### config.mk
export PLATFORM = sky130hd
export DESIGN_NAME = ram_arbiter_flat
export DESIGN_NICKNAME = d
export VERILOG_FILES = /design/src/rtl/ram_arbiter_if.sv /design/src/rtl/ram_arbiter.sv /design/src/flat_wrapper.sv
export SDC_FILE = /design/constraint.sdc
export NUM_CORES = 1
export LEC_CHECK = 0
export CORE_ASPECT_RATIO = 1.25
export CORE_MARGIN = 10
export CORE_UTILIZATION = 42
export DETAILED_ROUTE_END_ITERATION = 8
export GPL_ROUTABILITY_DRIVEN = 0
export PLACE_DENSITY_LB_ADDON = 0.08
export SLEW_MARGIN = 40
export SYNTH_ARGS = -nofsm -noshare
export SYNTH_HDL_FRONTEND = slang
export SYNTH_SLANG_ARGS = --single-unit
### constraint.sdc
create_clock -name clk -period 6.8 [get_ports clk]
set_clock_uncertainty 0.05 [all_clocks]
set_input_delay 2.04 -clock clk [delete_from_list [all_inputs] [get_ports clk]]
set_output_delay 2.04 -clock clk [all_outputs]
set_load 0.01 [all_outputs]
### src/rtl/ram_arbiter_if.sv
// rtl/ram_arbiter_if.sv - two-master request ports and shared RAM bus for ram_arbiter
interface ram_arbiter_if #(
  parameter int ADDR_W = 24,
  parameter int DATA_W = 32
);
  logic              req0;
  logic              we0;
  logic [ADDR_W-1:0] addr0;
  logic [DATA_W-1:0] wdata0;
  logic              gnt0;
  logic              ack0;
  logic [DATA_W-1:0] rdata0;

  logic              req1;
  logic              we1;
  logic [ADDR_W-1:0] addr1;
  logic [DATA_W-1:0] wdata1;
  logic              gnt1;
  logic              ack1;
  logic [DATA_W-1:0] rdata1;

  logic [ADDR_W-1:0] address_bus;
  logic [DATA_W-1:0] wdata_bus;
  logic [1:0]        control_bus;
  logic [DATA_W-1:0] rdata_bus;

  modport slave (
    input  req0, we0, addr0, wdata0,
    input  req1, we1, addr1, wdata1,
    input  rdata_bus,
    output gnt0, ack0, rdata0,
    output gnt1, ack1, rdata1,
    output address_bus, wdata_bus, control_bus
  );

  modport master (
    output req0, we0, addr0, wdata0,
    output req1, we1, addr1, wdata1,
    output rdata_bus,
    input  gnt0, ack0, rdata0,
    input  gnt1, ack1, rdata1,
    input  address_bus, wdata_bus, control_bus
  );
endinterface

### src/rtl/ram_arbiter.sv
// rtl/ram_arbiter.sv - round-robin two-master arbiter and sequencer for the shared RAM bus
module ram_arbiter #(
  parameter int ADDR_W      = 24,
  parameter int DATA_W      = 32,
  parameter int RAM_LATENCY = 1
) (
  input logic            clk,
  input logic            reset,
  ram_arbiter_if.slave   bus
);

  typedef enum logic [1:0] {IDLE, ACCESS, DONE} state_t;

  localparam logic [3:0] LAT_INIT = 4'(RAM_LATENCY - 1);

  state_t            state, state_d;
  logic              last_grant, last_grant_d;
  logic              owner, owner_d;
  logic              we_q, we_d;
  logic [3:0]        cnt, cnt_d;
  logic [ADDR_W-1:0] addr_q, addr_d;
  logic [DATA_W-1:0] wdata_q, wdata_d;
  logic [1:0]        ctrl_q, ctrl_d;
  logic              gnt0_q, gnt0_d, gnt1_q, gnt1_d;
  logic              ack0_q, ack0_d, ack1_q, ack1_d;
  logic [DATA_W-1:0] rdata0_q, rdata0_d, rdata1_q, rdata1_d;
  logic              pick;

  always_ff @(posedge clk or posedge reset) begin
    if (reset) begin
      state      <= IDLE;
      last_grant <= 1'b1;
      owner      <= 1'b0;
      we_q       <= 1'b0;
      cnt        <= '0;
      addr_q     <= '0;
      wdata_q    <= '0;
      ctrl_q     <= 2'b00;
      gnt0_q     <= 1'b0;
      gnt1_q     <= 1'b0;
      ack0_q     <= 1'b0;
      ack1_q     <= 1'b0;
      rdata0_q   <= '0;
      rdata1_q   <= '0;
    end else begin
      state      <= state_d;
      last_grant <= last_grant_d;
      owner      <= owner_d;
      we_q       <= we_d;
      cnt        <= cnt_d;
      addr_q     <= addr_d;
      wdata_q    <= wdata_d;
      ctrl_q     <= ctrl_d;
      gnt0_q     <= gnt0_d;
      gnt1_q     <= gnt1_d;
      ack0_q     <= ack0_d;
      ack1_q     <= ack1_d;
      rdata0_q   <= rdata0_d;
      rdata1_q   <= rdata1_d;
    end
  end

  always_comb begin
    state_d      = state;
    last_grant_d = last_grant;
    owner_d      = owner;
    we_d         = we_q;
    cnt_d        = cnt;
    addr_d       = addr_q;
    wdata_d      = wdata_q;
    ctrl_d       = ctrl_q;
    gnt0_d       = gnt0_q;
    gnt1_d       = gnt1_q;
    ack0_d       = 1'b0;
    ack1_d       = 1'b0;
    rdata0_d     = rdata0_q;
    rdata1_d     = rdata1_q;
    // On a tie the master that did not win last time goes first.
    pick         = (bus.req0 && bus.req1) ? ~last_grant : bus.req1;

    case (state)
      IDLE: begin
        if (bus.req0 || bus.req1) begin
          owner_d = pick;
          we_d    = pick ? bus.we1    : bus.we0;
          addr_d  = pick ? bus.addr1  : bus.addr0;
          wdata_d = pick ? bus.wdata1 : bus.wdata0;
          ctrl_d  = we_d ? 2'b01 : 2'b10;
          gnt0_d  = ~pick;
          gnt1_d  = pick;
          cnt_d   = LAT_INIT;
          state_d = ACCESS;
        end
      end
      ACCESS: begin
        if (cnt == 4'd0) begin
          if (!we_q) begin
            if (owner) rdata1_d = bus.rdata_bus;
            else       rdata0_d = bus.rdata_bus;
          end
          ctrl_d  = 2'b00;
          ack0_d  = ~owner;
          ack1_d  = owner;
          state_d = DONE;
        end else begin
          cnt_d = cnt - 4'd1;
        end
      end
      DONE: begin
        gnt0_d       = 1'b0;
        gnt1_d       = 1'b0;
        last_grant_d = owner;
        state_d      = IDLE;
      end
      default: state_d = IDLE;
    endcase
  end

  assign bus.gnt0        = gnt0_q;
  assign bus.gnt1        = gnt1_q;
  assign bus.ack0        = ack0_q;
  assign bus.ack1        = ack1_q;
  assign bus.rdata0      = rdata0_q;
  assign bus.rdata1      = rdata1_q;
  assign bus.address_bus = addr_q;
  assign bus.wdata_bus   = wdata_q;
  assign bus.control_bus = ctrl_q;

endmodule

### src/flat_wrapper.sv
// flat-port wrapper written by rule: the top's interface ports become plain ports
module ram_arbiter_flat 
#(
  parameter int ADDR_W      = 24,
  parameter int DATA_W      = 32,
  parameter int RAM_LATENCY = 1
)
  (clk, reset, bus_req0, bus_we0, bus_addr0, bus_wdata0, bus_req1, bus_we1, bus_addr1, bus_wdata1, bus_rdata_bus, bus_gnt0, bus_ack0, bus_rdata0, bus_gnt1, bus_ack1, bus_rdata1, bus_address_bus, bus_wdata_bus, bus_control_bus);
  ram_arbiter_if #(.ADDR_W(ADDR_W), .DATA_W(DATA_W)) bus_i ();
  input logic clk;
  input logic reset;
  input wire logic [$bits(bus_i.req0)-1:0] bus_req0;
  input wire logic [$bits(bus_i.we0)-1:0] bus_we0;
  input wire logic [$bits(bus_i.addr0)-1:0] bus_addr0;
  input wire logic [$bits(bus_i.wdata0)-1:0] bus_wdata0;
  input wire logic [$bits(bus_i.req1)-1:0] bus_req1;
  input wire logic [$bits(bus_i.we1)-1:0] bus_we1;
  input wire logic [$bits(bus_i.addr1)-1:0] bus_addr1;
  input wire logic [$bits(bus_i.wdata1)-1:0] bus_wdata1;
  input wire logic [$bits(bus_i.rdata_bus)-1:0] bus_rdata_bus;
  output wire logic [$bits(bus_i.gnt0)-1:0] bus_gnt0;
  output wire logic [$bits(bus_i.ack0)-1:0] bus_ack0;
  output wire logic [$bits(bus_i.rdata0)-1:0] bus_rdata0;
  output wire logic [$bits(bus_i.gnt1)-1:0] bus_gnt1;
  output wire logic [$bits(bus_i.ack1)-1:0] bus_ack1;
  output wire logic [$bits(bus_i.rdata1)-1:0] bus_rdata1;
  output wire logic [$bits(bus_i.address_bus)-1:0] bus_address_bus;
  output wire logic [$bits(bus_i.wdata_bus)-1:0] bus_wdata_bus;
  output wire logic [$bits(bus_i.control_bus)-1:0] bus_control_bus;
  assign bus_i.req0 = bus_req0;
  assign bus_i.we0 = bus_we0;
  assign bus_i.addr0 = bus_addr0;
  assign bus_i.wdata0 = bus_wdata0;
  assign bus_i.req1 = bus_req1;
  assign bus_i.we1 = bus_we1;
  assign bus_i.addr1 = bus_addr1;
  assign bus_i.wdata1 = bus_wdata1;
  assign bus_i.rdata_bus = bus_rdata_bus;
  assign bus_gnt0 = bus_i.gnt0;
  assign bus_ack0 = bus_i.ack0;
  assign bus_rdata0 = bus_i.rdata0;
  assign bus_gnt1 = bus_i.gnt1;
  assign bus_ack1 = bus_i.ack1;
  assign bus_rdata1 = bus_i.rdata1;
  assign bus_address_bus = bus_i.address_bus;
  assign bus_wdata_bus = bus_i.wdata_bus;
  assign bus_control_bus = bus_i.control_bus;
  ram_arbiter #(.ADDR_W(ADDR_W), .DATA_W(DATA_W), .RAM_LATENCY(RAM_LATENCY)) u_core (.clk(clk), .reset(reset), .bus(bus_i));
endmodule
==> results.sh, run 1 <==
export IMPL_cts_sinks=135
export IMPL_cap_violations=0
export IMPL_max_stage_delay_ps=530
export IMPL_ir_drop_uv=293
export IMPL_postSynthCellCount=382
export IMPL_clock_path_buffers=2
export IMPL_core_mm2=0.0139
export IMPL_grt_pass1_wl_um=27200
export IMPL_critical_path_cell_chain="clkdlybuf4s50_1, a21boi_4, buf_4, mux2_2, mux2_1"
export IMPL_hp_start="u_core.bus.address_bus[8]"
export IMPL_nFillCells=1067
export IMPL_min_period_ps=3940
export IMPL_final_instance_count_excl_fill=853
export IMPL_tns_ps=0
export IMPL_drt_total_wl_um=17600
export IMPL_cp_max_fo=31
export IMPL_timing_final_crit_share_pct=58.0
export IMPL_endpoint_kind="flop"
export IMPL_drc=0
export IMPL_yosysWarnings=0
export IMPL_cts_hold_buf=0
export IMPL_antenna_cells=0
export IMPL_whs_endpoint="u_core.bus.address_bus[8]"
export IMPL_worstSetupPathType="in2reg"
export IMPL_syn_cell_area_mm2=0.00603
export IMPL_cts_setup_buffers=0
export IMPL_regToRegSetupSlack_ps=4450
export IMPL_avgRoutedWirePerCell_um=20.6
export IMPL_placed_cells=820
export IMPL_max_freq_ghz=0.253
export IMPL_gr_usage_all_layers_pct=17.7
export IMPL_cp_arrival_ps=4190
export IMPL_crit_family="buffers and inverters"
export IMPL_first_pass_iters=4
export IMPL_worst_setup_path_start_kind="input port"
export IMPL_relSlewSlack_pct=55.0
export IMPL_antenna_found_initial=0
export IMPL_synth_async_reset_ratio_pct=100
export IMPL_synth_edf_count=0
export IMPL_die_h_um=154
export IMPL_place_detailed_hpwl_um=13600
export IMPL_drtIter0Drc=138
export IMPL_multi_input_area_mm2=0.00246
export IMPL_status="finished clean"
export IMPL_grt_overflow_total=0
export IMPL_hold_class="reg2reg"
export IMPL_seq_area_frac_synth_pct=56.1
export IMPL_ff_latch_area_mm2=0.00338
export IMPL_avgSynthCellArea_um2=15.8
export IMPL_setup_violations_final=0
export IMPL_grt_pass1_vias=4743
export IMPL_power_density_mw_per_mm2=460
export IMPL_leakage_uw=0.00404
export IMPL_crit_slowest_cell="clkdlybuf4s50_1"
export IMPL_cts_resized=0
export IMPL_io_buffers=275
export IMPL_grt_max_degree=53
export IMPL_drtAntennaViolNets=0
export IMPL_clock_latency_ps=400
export IMPL_rsz0062_at_grt="false"
export IMPL_area_growth_pct=58.7
export IMPL_top_layer_used="met4"
export IMPL_rr_startpoint="u_core.cnt[0]"
export IMPL_yosysUniqueCellTypes=35
export IMPL_ys_ff_latch=135
export IMPL_vias_per_cell=4.90
export IMPL_wl_met1_um=6480
export IMPL_htreeDepth=4
export IMPL_required_ps=7040
export IMPL_worstHoldPathCells=1
export IMPL_cts_tree="built"
export IMPL_rows=48
export IMPL_initial_utilization_pct=43.3
export IMPL_dominantRegCellSynth="dfrtp_1"
export IMPL_cts_root_buf="clkbuf_16"
export IMPL_nNetsFinal=817
export IMPL_met2WireLength_um=9250
export IMPL_setup_worst_path_start="bus_req1"
export IMPL_r2r_end="u_core.bus.rdata1[8]"
export IMPL_slew_violations=0
export IMPL_finalHoldViolCount=0
export IMPL_cts_made_buffers=17
export IMPL_drive_above_1_share_pct=32.6
export IMPL_fp_dieW_um=127
export IMPL_ios=276
export IMPL_vias=4181
export IMPL_p_total_uw=4400
export IMPL_r2r_worst_path_cells=7
export IMPL_route_met3_wl_um=1550
export IMPL_die_area_mm2=0.0196
export IMPL_clkSlewWorstSetupHoldPaths_ps=60
export IMPL_critPathBufInv=2
export IMPL_syn_nets=534
export IMPL_tightest_slew_ps=675
-- layout by cell type (no fill, tap or decap), types with 2 or more instances in the layout --
cell	synthesis	layout
a31o_2	3	3
buf_16	0	3
buf_4	5	4
bufinv_16	0	2
clkbuf_16	0	17
clkdlybuf4s50_1	0	275
clkinvlp_4	0	4
dfrtp_1	134	134
ha_1	2	2
inv_1	6	5
inv_6	0	7
mux2_1	10	10
mux2_2	137	137
mux2_4	30	30
mux2i_1	4	4
nand2_1	4	4
nand3_1	2	2
nor2_1	2	2
nor3_1	2	2
nor4_1	3	3
o21ai_0	6	6
-- cell families (layout without fill, tap and decap cells) --
| logic type | after synthesis | after routing | synth area share (%) |
|---|---|---|---|
| compound gates | 15 | 15 | 1.72 |
| fa+ha+maj | 2 | 2 | 0.415 |
| buf+inv | 25 | 321 | 3.20 |
| flops | 135 | 135 | 56.1 |
| mux | 181 | 181 | 35.6 |
| simple gates | 24 | 24 | 3.01 |
-- worst register-to-register path, delay by kind of cell (launching register included) --
| family | cells | cell delay, ps |
|---|---|---|
| buffers and inverters | 3 | 560 |
| muxes | 1 | 300 |
| adders and majority gates | 1 | 170 |
| DFF | 1 | 400 |
| and+or+nand+nor | 2 | 760 |
-- state kept, by name, summed over array words and instances, names as in the netlist, 2 cells and up --
name,count
u_core.bus.rdata0,32
u_core.cnt,4
u_core.state,2
u_core.bus.rdata1,32
u_core.bus.address_bus,24
u_core.bus.control_bus,2
u_core.bus.wdata_bus,32
-- per-stage QoR --
step | cell area [um^2] | worst slack, ps | hold slack [ps] | utilization, %
2_1_floorplan | 6030 | 1100 | 455 | -
3_3_place_gp | 8870 | 2130 | 417 | 63.7
3_5_place_dp | 8950 | 2040 | 424 | 64.3
4_1_cts | 9550 | 2470 | 437 | 68.6
5_1_grt | 9570 | 2770 | 452 | 68.7
6_report | 9570 | 2860 | 431 | 68.7
-- cells in the mapped netlist, types with 4 or more instances --
master,instances,area share [%]
mux2_2,137,26
dfrtp_1,134,56
mux2_4,30,7.5
buf_6,10,1.9
mux2_1,10,1.9
inv_1,6,0.37
o21ai_0,6,0.50
buf_4,5,0.62
buf_2,4,0.33
mux2i_1,4,0.66
nand2_1,4,0.25
-- layer usage --
layer  global-route usage (%)  vias to the layer above
met4                     5.32                        0
met1                     18.0                     2059
li1                         -                     1942
met2                     31.6                      164
met3                     7.71                       16
met5                        0                        -
-- worst max-delay path by stage --
| stage | to | slack (ps) | cells after the start |
|---|---|---|---|
| 2_1_floorplan | u_core.bus.ack0 | 1100 | 1 |
| 3_3_place_gp | u_core.bus.address_bus[12] | 2130 | 5 |
| 3_5_place_dp | u_core.bus.address_bus[12] | 2040 | 5 |
| 4_1_cts | u_core.bus.address_bus[12] | 2470 | 5 |
| 5_1_grt | u_core.bus.address_bus[12] | 2770 | 5 |
| 6_report | u_core.bus.address_bus[12] | 2860 | 5 |
-- area by class of cell --
class                      instances  share of cell area [%]
clock buffer                      18                    4.59
clock inverter                    14                    1.67
inverter                           6                   0.262
multi-input combinational        222                    25.8
sequential                       135                    35.3
tap                              175                    2.29
timing repair buffer             283                    30.1
-- power by group --
| group | switching, uW | internal, uW | total [uW] |
|---|---|---|---|
| sequential | 220 | 1210 | 1430 |
| combinational | 760 | 1280 | 2040 |
| clock | 373 | 559 | 932 |
| total | 1350 | 3050 | 4400 |
Power figures use the tool's default switching activity.
==> run 2: changes to the inputs <==
CORE_UTILIZATION = 38   (was 42)
clock period = 3.25 ns   (was 6.8 ns; I/O delays follow)
==> run 2 against run 1 <==
Sequential share of layout area shrank 0.46 points; cell area grew 1.3%; first-iteration DRC count shrank 1.4%; worst setup slack lost 2000 ps; utilization shrank 6.4 points; non-clock buffer count is the same; via count grew 0.65%; register-to-register slack lost 3400 ps; power grew 110%.
==> results.sh, run 2 (synthesis results as in run 1) <==
export IMPL_status="finished clean"
export IMPL_drtAntennaViolNets=0
export IMPL_rsz0062_at_grt="false"
export IMPL_htreeDepth=4
export IMPL_hold_class="reg2reg"
export IMPL_cts_tree="built"
export IMPL_initial_utilization_pct=38.7
export IMPL_ir_drop_uv=534
export IMPL_cts_resized=0
export IMPL_die_h_um=161
export IMPL_cp_max_fo=31
export IMPL_hold_slack_ps=430
export IMPL_clockPowerShare_pct=22.2
export IMPL_tns_ps=0
export IMPL_drt_total_wl_um=17600
export IMPL_clock_latency_ps=410
export IMPL_setup_violations_final=0
export IMPL_required_ps=3490
export IMPL_r2r_worst_path_cells=7
export IMPL_grt_max_degree=78
export IMPL_worstHoldPathCells=1
export IMPL_gr_usage_all_layers_pct=16.7
export IMPL_vias=4208
export IMPL_place_detailed_hpwl_um=13500
export IMPL_first_pass_iters=4
export IMPL_ios=276
export IMPL_nNetsFinal=817
export IMPL_drtIter0Drc=136
export IMPL_final_cell_mix="clkdlybuf4s50_1, mux2_2, dfrtp_1"
export IMPL_grt_overflow_total=0
export IMPL_switching_share_pct=29.9
export IMPL_grt_util_met1_pct=17.5
export IMPL_io_buffers=275
export IMPL_clock_path_buffers=2
export IMPL_multi_input_area_mm2=0.00246
export IMPL_antenna_found_initial=1
export IMPL_grt_pass1_wl_um=27900
export IMPL_area_growth_pct=60.8
export IMPL_drive_above_1_share_pct=32.6
export IMPL_cp_arrival_ps=2680
export IMPL_cts_setup_buffers=0
export IMPL_slew_violations=0
export IMPL_finalHoldViolCount=0
export IMPL_cts_sinks=135
export IMPL_intPower_uw=6510
export IMPL_avgRoutedWirePerCell_um=19.8
export IMPL_drc=0
export IMPL_p_sw_uw=2780
export IMPL_cts_root_buf="clkbuf_16"
export IMPL_rows=51
export IMPL_leakage_uw=0.00407
export IMPL_die_area_mm2=0.0213
export IMPL_fp_dieW_um=133
export IMPL_final_instance_count_excl_fill=891
export IMPL_crit_slowest_cell="clkdlybuf4s50_1"
export IMPL_cts_made_buffers=17
export IMPL_relSlewSlack_pct=66.2
export IMPL_worstSetupPathType="in2reg"
export IMPL_ff_latch_area_mm2=0.00338
export IMPL_seqPwrFrac_pct=32.1
export IMPL_core_mm2=0.0156
export IMPL_nFillCells=1323
export IMPL_timing_final_crit_share_pct=74.9
export IMPL_tightest_slew_ps=508
export IMPL_gr_usage_met2_pct=28.9
export IMPL_endpoint_kind="flop"
export IMPL_cts_hold_buf=0
export IMPL_clkSlewWorstSetupHoldPaths_ps=60
export IMPL_vias_per_cell=4.72
export IMPL_placed_cells=858
export IMPL_min_period_ps=2430
export IMPL_max_stage_delay_ps=540
export IMPL_mostFrequentLayoutCell="clkdlybuf4s50_1"
export IMPL_max_freq_ghz=0.411
export IMPL_met3_usage_pct=6.59
export IMPL_comb_power_share_pct=45.7
export IMPL_critical_path_cell_chain="clkdlybuf4s50_1, a21boi_4, buf_12, mux2_2, mux2_1"
export IMPL_worst_setup_path_start_kind="input port"
export IMPL_cap_violations=0
export IMPL_grt_most_used_layer="met2"
export IMPL_power_density_mw_per_mm2=958
export IMPL_grt_pass1_vias=4847
-- run 2: cell types whose count changed in the layout (fill, tap and decap cells not counted) --
cell and change:
inv_6 -6, buf_12 +5, clkinv_4 +4, buf_4 -3
bufinv_16 +2, buf_16 -1, buf_8 -1, clkinv_2 +1
diode_2 +1, inv_4 -1
-- run 2: layout make-up --
class	count	share of cell area (%)
inverters	6	0.271
well taps	212	2.74
multi-input cells	222	25.4
clock buffers	18	4.53
flip-flops and latches	135	34.9
diodes	1	0.0258
repair buffers	283	30.1
clock inverters	14	2.07
-- run 2: power groups by stage --
stage | Clock [uW] | Sequential (uW) | Combinational (uW)
after floorplan | 0 | 3340 | 1720
after global placement | 0 | 2970 | 4240
after detailed placement | 0 | 3000 | 4320
after CTS | 2120 | 2990 | 4340
after global routing | 2190 | 3100 | 4530
final | 2070 | 2980 | 4240
-- run 2: worst paths after layout --
kind                                                start                    endpoint  slack [ps]
min in group asynchronous                           reset       u_core.bus.rdata0[15]         980
worst min register to register  u_core.bus.address_bus[6]   u_core.bus.address_bus[6]         430
max in group asynchronous                           reset           u_core.last_grant        1800
worst min-delay path            u_core.bus.address_bus[6]   u_core.bus.address_bus[6]         430
worst max register to register              u_core.cnt[0]       u_core.bus.rdata1[29]        1050
worst max-delay path                             bus_req1  u_core.bus.address_bus[23]         820
-- run 2: through the flow --
step	util [%]	power [uW]	instance area [um^2]	setup WS (ps)
floorplan	-	5070	6030	547
global placement	57.8	7200	8990	442
detailed placement	58.1	7330	9050	381
CTS	62.2	9450	9690	820
global route	62.2	9820	9690	760
finish	62.2	9290	9690	816
-- run 2: per-layer routing --
metal,routed length (um),vias to the layer above
li1,-,1940
met1,6750,2071
met2,9090,170
met3,1360,27
met4,432,0
met5,0,-
-- run 2: worst max-delay path: cells and delay by family --
family / cells / cell delay [ps]
buffers and inverters: 2 / 770
AOI/OAI and AO/OA: 1 / 270
muxes: 2 / 650
==> run 3: changes to the inputs <==
CORE_UTILIZATION = 42   (was 38)
clock period = 2.35 ns   (was 3.25 ns; I/O delays follow)
==> run 3 against run 2 <==
First-iteration DRC count down 33%; combinational power up 39%; global-route usage grew 1.2 points; die area shrank 8.2%; sequential share of layout area about the same; sequential cell count unchanged; non-clock buffer count increased by 6; clock-buffer cell count did not move; critical path type unchanged; largest cell class unchanged; largest power group unchanged; highest routed layer unchanged.
==> results.sh, run 3 (synthesis results as in run 1) <==
export IMPL_cts_sinks=135
export IMPL_cp_arrival_ps=2350
export IMPL_cts_resized=0
export IMPL_relSlewSlack_pct=58.6
export IMPL_cp_depth=5
export IMPL_worstSetupPathType="in2reg"
export IMPL_first_pass_iters=4
export IMPL_drive_above_1_share_pct=32.9
export IMPL_timing_final_crit_share_pct=90.3
export IMPL_critPathBufInv=2
export IMPL_clock_latency_ps=400
export IMPL_core_mm2=0.0139
export IMPL_multi_input_area_mm2=0.00246
export IMPL_drtAntennaViolNets=0
export IMPL_grt_pass1_wl_um=27400
export IMPL_rsz0062_at_grt="false"
export IMPL_htreeDepth=4
export IMPL_nNetsFinal=823
export IMPL_crit_family="buffers and inverters"
export IMPL_power_density_mw_per_mm2=1330
export IMPL_hold_class="reg2reg"
export IMPL_die_h_um=154
export IMPL_die_area_mm2=0.0196
export IMPL_area_growth_pct=60.6
export IMPL_rows=48
export IMPL_fin_ws_ps=228
export IMPL_max_stage_delay_ps=490
export IMPL_cp_max_fo=42
export IMPL_finalHoldViolCount=0
export IMPL_cts_setup_buffers=0
export IMPL_cts_tree="built"
export IMPL_mostFrequentLayoutCell="clkdlybuf4s50_1"
export IMPL_max_freq_ghz=0.471
export IMPL_min_period_ps=2120
export IMPL_cts_root_buf="clkbuf_16"
export IMPL_cts_made_buffers=17
export IMPL_critical_path_cell_chain="clkdlybuf4s50_1, a21boi_4, buf_12, mux2_2, mux2_1"
export IMPL_fp_dieW_um=127
export IMPL_grt_max_degree=43
export IMPL_drc=0
export IMPL_worst_setup_path_start_kind="input port"
export IMPL_grt_overflow_total=0
export IMPL_r2r_worst_path_cells=5
export IMPL_drt_total_wl_um=17800
export IMPL_clock_path_buffers=2
export IMPL_cts_hold_buf=0
export IMPL_required_ps=2580
export IMPL_hold_slack_ps=434
export IMPL_ios=276
export IMPL_leakage_uw=0.00409
export IMPL_ff_latch_area_mm2=0.00338
export IMPL_final_cell_mix="clkdlybuf4s50_1, mux2_2, dfrtp_1"
export IMPL_worstHoldPathCells=1
export IMPL_antenna_found_initial=0
export IMPL_clkSlewWorstSetupHoldPaths_ps=60
export IMPL_vias=4204
export IMPL_endpoint_kind="flop"
export IMPL_tightest_slew_ps=621
export IMPL_ir_drop_uv=763
export IMPL_io_buffers=275
export IMPL_status="finished clean"
export IMPL_grt_pass1_vias=4760
export IMPL_slew_violations=0
export IMPL_cap_violations=0
export IMPL_nFillCells=1044
export IMPL_setup_violations_final=0
export IMPL_vias_per_cell=4.90
export IMPL_gr_usage_all_layers_pct=17.8
export IMPL_place_ws_ps=-189
export IMPL_drtIter0Drc=91
export IMPL_avgRoutedWirePerCell_um=20.7
export IMPL_initial_utilization_pct=43.3
export IMPL_finish_utilization_pct=69.5
export IMPL_antenna_cells=0
export IMPL_place_detailed_hpwl_um=13800
export IMPL_crit_slowest_cell="clkdlybuf4s50_1"
-- run 3: changes by cell type in the layout (fill, tap and decap cells not counted), sizes merged --
cell,delta
buf,+6
bufinv,+1
clkinv,-1
diode,-1
inv,-1
-- run 3: final cells by class --
| type | count | area share [%] |
|---|---|---|
| Tap cell | 175 | 2.26 |
| Multi-Input combinational cell | 222 | 25.4 |
| Clock buffer | 18 | 4.43 |
| Timing Repair Buffer | 289 | 30.6 |
| Sequential cell | 135 | 34.9 |
| Inverter | 6 | 0.271 |
| Clock inverter | 13 | 2.12 |
-- run 3: metrics by stage --
stage               area [um^2]  TNS, ps  instances  total power [uW]
detailed placement         9050    -8810        827             10200
CTS                        9680        0        858             13100
finish                     9680        0        858             12900
floorplan                  6030   -11170        382              7010
global route               9680        0        858             13600
global placement           9050    -6480        827              9980
-- run 3: power by group --
group          switching, uW  internal [uW]  total, uW
combinational           2190           3690       5880
clock                    993           1870       2870
sequential               641           3500       4150
-- run 3: worst paths after layout --
path                                            start                    endpoint  slack (ps)
setup / recovery                             bus_req1   u_core.bus.address_bus[4]         230
min in group asynchronous                       reset               u_core.cnt[2]         630
setup reg to reg                        u_core.cnt[0]       u_core.bus.rdata0[22]         230
hold reg to reg            u_core.bus.address_bus[12]  u_core.bus.address_bus[12]         430
hold / removal             u_core.bus.address_bus[12]  u_core.bus.address_bus[12]         430
max in group asynchronous                       reset       u_core.bus.rdata0[30]        1090
-- run 3: worst register-to-register path: cells and delay by family (launching register included) --
family,cells,cell delay (ps)
multiplexers,1,450
AND/OR/NAND/NOR,2,840
flip-flops,1,410
buffers and inverters,1,90
adder cells (fa/ha/maj),1,160
-- run 3: metal layers --
| metal | global-route usage, % | up-vias | part of all wire (%) |
|---|---|---|---|
| li1 | - | 1952 | - |
| met1 | 18.7 | 2075 | 37 |
| met2 | 31.5 | 163 | 53 |
| met3 | 7.84 | 14 | 8.7 |
| met4 | 4.73 | 0 | 1.4 |
| met5 | 0 | - | 0 |
